**config.mk**
```make
export PLATFORM = sky130hd
export DESIGN_NAME = decoder
export DESIGN_NICKNAME = d
export VERILOG_FILES = /design/src/rtl/decoder.sv
export SDC_FILE = /design/constraint.sdc
export NUM_CORES = 1
export LEC_CHECK = 0
export CAP_MARGIN = 0
export CELL_PAD_IN_SITES_DETAIL_PLACEMENT = 1
export CELL_PAD_IN_SITES_GLOBAL_PLACEMENT = 1
export CORE_MARGIN = 2
export CORE_UTILIZATION = 28
export CTS_BUF_LIST = sky130_fd_sc_hd__clkbuf_4 sky130_fd_sc_hd__clkbuf_8
export DETAILED_ROUTE_END_ITERATION = 10
export GPL_ROUTABILITY_DRIVEN = 0
export GPL_TIMING_DRIVEN = 0
export PLACE_DENSITY = 0.78
export SLEW_MARGIN = 20
export SYNTH_ARGS = -nofsm -noshare
export SYNTH_HDL_FRONTEND = slang
export SYNTH_SLANG_ARGS = --single-unit
```
**constraint.sdc**
```tcl
create_clock -name clk -period 1.3 [get_ports clk]
set_clock_uncertainty 0.05 [all_clocks]
set_input_delay 0.39 -clock clk [delete_from_list [all_inputs] [get_ports clk]]
set_output_delay 0.39 -clock clk [all_outputs]
set_load 0.005 [all_outputs]
```
**src/rtl/decoder.sv**
```systemverilog
// Registered binary-to-one-hot decoder: out[k] is set one cycle after in == k.
// Used as a select/enable generator feeding wide fan-out logic.
module decoder #(
   parameter int ENCODE_WIDTH = 4,
   parameter int DECODE_WIDTH = 2 ** ENCODE_WIDTH
) (
   input  logic                    clk,
   input  logic                    rst,
   input  logic [ENCODE_WIDTH-1:0] in,
   output logic [DECODE_WIDTH-1:0] out
);

   // DECODE_WIDTH exists only so callers can read the output width; it must track ENCODE_WIDTH.
   if (ENCODE_WIDTH < 1) begin : g_bad_encode_width
      $error("decoder: ENCODE_WIDTH must be >= 1");
   end
   if (DECODE_WIDTH != 2 ** ENCODE_WIDTH) begin : g_bad_decode_width
      $error("decoder: DECODE_WIDTH must equal 2**ENCODE_WIDTH");
   end

   logic [DECODE_WIDTH-1:0] next_out;

   for (genvar k = 0; k < DECODE_WIDTH; k++) begin : g_cmp
      assign next_out[k] = (in == ENCODE_WIDTH'(k));
   end

   // NOTE: registered state uses non-blocking assignments so every flop samples pre-edge values.
   always_ff @(posedge clk) begin
      if (rst) out <= '0;
      else     out <= next_out;
   end

`ifndef SYNTHESIS
   a_in_known : assert property (@(posedge clk) !rst |-> !$isunknown(in))
      else $error("decoder: in is X/Z outside reset");
   a_out_onehot : assert property (@(posedge clk) !rst |=> $onehot(out))
      else $error("decoder: out is not one-hot after a decode edge");
`endif

endmodule

```
## Word level (Yosys, flattened, before mapping)

Cells that the tools add are included.

- Register bits after elaboration: 16
- Input bits: 6

- Eq/ne operators: 15
- Reductions and logical operators: 1

Operator list:

| operator | count |
|---|---|
| equality test 4 bit, second input constant | 8 |
| equality test 4 x 3 -> 1 bit, second input constant | 4 |
| equality test 4 x 2 -> 1 bit, second input constant | 2 |
| equality test 4 x 1 -> 1 bit, second input constant | 1 |
| logical NOT 4 bit | 1 |

## Longest topological paths before layout

Gate-level depths: netlist (run 1).

- Depth after elaboration: 1
- Mapped depth: 2
- Depth with buffers taken out: 2

## Least setup slack after synthesis (run 1)

OpenSTA, ideal clock, no wires.

- Kind: input to register
- Start point: input in[2]
- End point: register out[8]
- Library setup time: 78 ps
- Arrival: 919 ps
- Required time: 1172 ps
- Path slack: 253 ps
- Stages on the path: 2
- Path buffers: 0
- Cell sequence: or3b_1 nor3_1

- Cells in the longest elaborated chain, start to end: 1

RTL lines:

| item | RTL line | RTL |
|---|---|---|
| start, declared | 9 | `input logic [ENCODE_WIDTH-1:0] in,` |
| equality test 4 bit | 24 | `assign next_out[k] = (in == ENCODE_WIDTH'(k));` |
| end signal, assigned | 30 | `else out <= next_out;` |
| end, declared | 10 | `output logic [DECODE_WIDTH-1:0] out` |

No other way between the ends.
A chain may end at the register's enable or synchronous reset.

## Final worst setup path (run 1)

- Start point: register out[13]
- End point: output out[13]

No word-level cell between the ends.

==> results of run 1 <==
[synthesized netlist by cell type, drive strengths merged]
cell type and count:
dfxtp 16, nor2 12, nand3b 1, or3 1, or3b 2, nand2b 2, nand2 1, nor3 4
[final cells by class]
cell class | instances | share of cell area (%)
repair buffers | 21 | 28.7
clock buffers | 3 | 3.21
flip-flops and latches | 16 | 47.0
multi-input cells | 23 | 18.2
well taps | 16 | 2.86
[routing by layer]
| metal | global-route usage [%] | part of all wire [%] | vias to the layer above |
|---|---|---|---|
| met1 | 12.9 | 43 | 161 |
| met4 | 9.09 | 1.4 | 0 |
| li1 | - | - | 176 |
| met5 | 0 | 0 | - |
| met3 | 2.55 | 6.2 | 2 |
| met2 | 14.0 | 50 | 14 |
[per-stage QoR]
| step | setup WS [ns] | hold WS [ns] | cell area [sq um] | power [mW] | TNS [ns] |
|---|---|---|---|---|---|
| floorplan | 0.253 | 0.417 | 433 | 0.529 | 0 |
| global placement | -0.290 | 1.04 | 663 | 0.569 | -3.26 |
| detailed placement | -0.322 | 1.04 | 663 | 0.571 | -3.61 |
| CTS | -0.00363 | 0.562 | 674 | 0.803 | -0.00363 |
| global route | -0.00676 | 0.452 | 701 | 0.838 | -0.00959 |
| finish | 0.0327 | 0.452 | 701 | 0.799 | 0 |
[worst max path at each step]
stage / depth (start not counted) / start / to
floorplan: 2 / in[2] / out[8]
global placement: 3 / in[2] / out[4]
detailed placement: 3 / in[2] / out[4]
CTS: 3 / in[3] / out[8]
global route: 1 / out[13] / out[13]
finish: 1 / out[13] / out[13]
[power breakdown]
part / internal, mW / switching, mW
combinational: 0.0307 / 0.0271
clock: 0.107 / 0.134
sequential: 0.498 / 0.00199
total: 0.636 / 0.163
[logic make-up (layout without fill, tap and decap cells)]
logic type / after synthesis / in the layout / synth area share, %
buf+inv: 0 / 24 / 0
flops: 16 / 16 / 74.0
simple gates: 23 / 23 / 26.0
[what timing repair did]
item	in CTS	in global routing
hold buffers	0	0
pin swaps	0	0
endpoints found under the setup margin	19	10
gates resized for setup	20	17
==> results_dict.tcl, run 1 <==
set metrics [dict create \
    status "complete, no violations" \
    core_area_sq_mm 0.00147 \
    relSlewSlack_pct 83.2 \
    synthCells 39 \
    drv_cap 0 \
    largest_register "out" \
    cts_sinks 16 \
    num_rows 14 \
    cp_data_required_time_ns 0.86 \
    drive_gt1_share_pct 22.2 \
    max_freq_mhz 789 \
    crit_family "flip-flops" \
    cts_max_level 1 \
    dr.pass1.iters 2 \
    postCtsSetupBuffers 0 \
    yosysUniqueCellTypes 8 \
    die_x_microns 43.3 \
    start_util_pct 29.4 \
    grt_pass1_vias 324 \
    synth_top_area_cell "dfxtp_1" \
    seq_area_frac_synth_pct 74.0 \
    fin_cells 79 \
    route.vias.total 353 \
    route.detailed.drc 0 \
    synth_top_area_share_pct 74.0 \
    final_common_cell "nor2_1" \
    worstMarginPinSlew_ns 0.251 \
    die_y_microns 43.3 \
    hpwlAfterDp_microns 637 \
    min_path_type "in -> reg" \
    ys_seq_elements 16 \
    synthTopCellsByArea "dfxtp_1 (74%), nor2_1 (10%), nor3_1 (4.6%)" \
    power_density_mw_per_mm2 1140 \
    finalSetupViolations 0 \
    critPathCaptureType "output pin" \
    totalWireLength_microns 915 \
    power.leakage_nw 0.316 \
    die-area_sq_mm 0.00188 \
    ir_drop_mv 0.393 \
    wl_per_cell_microns 11.6 \
    drt.antenna.violating_nets 0 \
    clk_pin_slew_ns 0.08 \
    tritoncts "yes" \
    clockBufferDepth 2 \
    hold_depth 3 \
    track_usage_pct 10.2 \
    diodes 0 \
    yosys_warnings 0 \
    largest_reg_flops 16 \
    netlist_area_sq_um 433 \
    hold_violations 0 \
    fin_util_pct 47.6 \
    drv_slew 0 \
    min_to "out[2]" \
    top_regs "out: 16 flops" \
    crit_path_start_kind "flip-flop" \
    first_iter_violations 2 \
    crit_buf_inv 1 \
    dp.cells 76 \
    slowest_stage "dfxtp_1" \
    final_nets 71 \
    critPathMaxStageDelay_ns 0.30 \
    cts_buffers 3 \
    cts_root_buffer "clkbuf_4" \
    critPathKind "reg -> out" \
    synth_fp_nets 45 \
    antenna_found_initial 0 \
    areaGrowthSynthToFinish_pct 61.8 \
    crit_fanout 1 \
    finalCritPeriodShare_pct 97.5 \
    syn_area_per_cell_sq_um 11.1 \
    multiInputGateArea_sq_um 128 \
    io_buffers 21 \
    gr-total-overflow 0 \
    fillers 168 \
    period_minus_slack_ns 1.27 \
    path_cells "dlygate4sd2_1" \
    seq_area_sq_um 329 \
    holdCritStartpoint "in[3]" \
    layout_common_cells "nor2_1 (12), dlygate4sd2_1 (9), dfxtp_1 (9)" \
    avgViaCountPerCell 4.47 \
    grt_max_degree 9 \
    critical_path_arrival_ns 0.83 \
    grt_pass1_wl_mm 1.35 \
    boundaryPins 22 \
]
Note: power is estimated with default switching activity, not from simulation.
==> run 2: changes to the inputs <==
--- a/config.mk
+++ b/config.mk
@@ -14,7 +14,7 @@
 export DETAILED_ROUTE_END_ITERATION = 10
 export GPL_ROUTABILITY_DRIVEN = 0
 export GPL_TIMING_DRIVEN = 0
-export PLACE_DENSITY = 0.78
+export PLACE_DENSITY = 0.8
 export SLEW_MARGIN = 20
 export SYNTH_ARGS = -nofsm -noshare
 export SYNTH_HDL_FRONTEND = slang
==> results_dict.tcl, run 2 (synthesis gave the netlist of run 1 again) <==
set metrics [dict create \
    status "complete, no violations" \
    gr-total-overflow 0 \
    clk_pin_slew_ns 0.10 \
    dr.pass1.iters 2 \
    grt_pass1_vias 313 \
    cts_sinks 16 \
    largest_register "out" \
    areaGrowthSynthToFinish_pct 66.8 \
    max_freq_mhz 780 \
    cts_root_buffer "clkbuf_4" \
    drive_gt1_share_pct 25.0 \
    route.vias.total 345 \
    first_iter_violations 1 \
    die_y_microns 43.3 \
    critPathLaunch "in[2]" \
    cp_data_required_time_ns 1.46 \
    drv_slew 0 \
    core_area_sq_mm 0.00147 \
    cts_max_level 1 \
    period_minus_slack_ns 1.28 \
    critPathKind "in -> reg" \
    tritoncts "yes" \
    relSlewSlack_pct 81.6 \
    boundaryPins 22 \
    io_buffers 21 \
    diodes 0 \
    die_x_microns 43.3 \
    cts_hold_buffers 0 \
    grt_max_degree 10 \
    finalCritPeriodShare_pct 98.6 \
    totalWireLength_microns 927 \
    start_util_pct 29.4 \
    fillers 162 \
    ir_drop_mv 0.418 \
    hold_violations 0 \
    worstMarginPinSlew_ns 0.274 \
    layout_common_cells "nor2_1 (12), clkdlybuf4s15_1 (12), dfxtp_2 (8), dfxtp_1 (8)" \
    setup_ws_ns 0.0185 \
    crit_fanout 4 \
    seq_area_sq_um 330 \
    multiInputGateArea_sq_um 128 \
    dp_slack_ns -0.342 \
    cts_buffers 3 \
    min_path_type "in -> reg" \
    drt.antenna.violating_nets 0 \
    wl_per_cell_microns 11.6 \
    route.detailed.drc 0 \
    final_nets 71 \
    postCtsSetupBuffers 0 \
    crit_end "out[0]" \
    power.leakage_nw 0.309 \
    finalSetupViolations 0 \
    num_rows 14 \
    clockBufferDepth 2 \
    grt_setup_unrepaired "yes" \
    power_density_mw_per_mm2 1220 \
    hpwlAfterDp_microns 667 \
    grt_pass1_wl_mm 1.44 \
    fin_hold_ws_ns 0.438 \
    largest_reg_flops 16 \
    critical_path_arrival_ns 1.44 \
    avgViaCountPerCell 4.31 \
    antenna_found_initial 0 \
    top_regs "out: 16 flops" \
    drv_cap 0 \
    crit_path_start_kind "primary input" \
    critPathCaptureType "flip-flop" \
    track_usage_pct 11.1 \
    die-area_sq_mm 0.00188 \
]
[run 2: cell count changes in the layout (fill, tap and decap cells not counted)]
| cell | delta |
|---|---|
| dfxtp_1 | -1 |
| or3_1 | +1 |
| clkdlybuf4s15_1 | +4 |
| clkbuf_8 | +1 |
| clkdlybuf4s50_1 | +1 |
| dlygate4sd2_1 | -5 |
| nor3_1 | -1 |
| or3_4 | -1 |
| nor3_2 | +1 |
| dfxtp_2 | +1 |
[run 2: cell type report]
cell class / instances / area share [%]
Clock buffer: 4 / 5.03
Multi-Input combinational cell: 23 / 17.7
Sequential cell: 16 / 45.8
Tap cell: 16 / 2.77
Timing Repair Buffer: 21 / 28.8
[run 2: worst max-delay path, stage by stage]
cell,delay [ns]
clkdlybuf4s50_1,0.45
or3_1,0.46
nor3_1,0.15
[run 2: worst min path at each step]
stage | startpoint | end | slack (ns) | cells after the start
2_1_floorplan | in[0] | out[0] | 0.42 | 1
6_report | in[3] | out[4] | 0.44 | 3
3_5_place_dp | out[13] | out[13] | 1.04 | 1
3_3_place_gp | out[3] | out[3] | 1.04 | 1
5_1_grt | in[3] | out[4] | 0.46 | 3
4_1_cts | in[1] | out[4] | 0.78 | 2
[run 2: report_power, final]
group	total (mW)	switching (mW)	internal, mW	leakage (nW)
registers	0.500	0.00199	0.498	0.133
logic	0.0591	0.0278	0.0314	0.154
clock network	0.322	0.152	0.170	0.0210
[run 2: metrics by stage]
| stage | std cells | setup TNS (ns) | utilization (%) | total power [mW] | instance area, sq um |
|---|---|---|---|---|---|
| global route | 80 | -0.0184 | 49.1 | 0.911 | 722 |
| detailed placement | 76 | -3.55 | 45.1 | 0.571 | 663 |
| floorplan | 39 | 0 | - | 0.529 | 433 |
| CTS | 80 | 0 | 47.0 | 0.887 | 692 |
| finish | 80 | 0 | 49.1 | 0.882 | 722 |
| global placement | 76 | -3.24 | 45.1 | 0.569 | 663 |
[run 2: what timing repair did]
action	4_1_cts	5_1_grt
gates resized for setup	21	20
endpoints found under the setup margin	18	13
cloned	0	0
pin swaps	0	0
[run 2: per-layer routing]
metal | vias to the layer above | part of all wire (%) | track usage (%) | routed length (microns)
met5 | - | 0 | 0 | 0
met4 | 0 | 0 | 7.27 | 0
met3 | 0 | 8.1 | 3.83 | 75
met2 | 14 | 51 | 16.4 | 474
met1 | 155 | 41 | 13.5 | 377
li1 | 176 | - | - | -
==> run 3: changes to the inputs <==
--- a/config.mk
+++ b/config.mk
@@ -15,7 +15,7 @@
 export GPL_ROUTABILITY_DRIVEN = 0
 export GPL_TIMING_DRIVEN = 0
 export PLACE_DENSITY = 0.8
-export SLEW_MARGIN = 20
+export SLEW_MARGIN = 5
 export SYNTH_ARGS = -nofsm -noshare
 export SYNTH_HDL_FRONTEND = slang
 export SYNTH_SLANG_ARGS = --single-unit
==> results of run 3 <==
No change in the layout: final DEF, timing and power equal those of run 2.
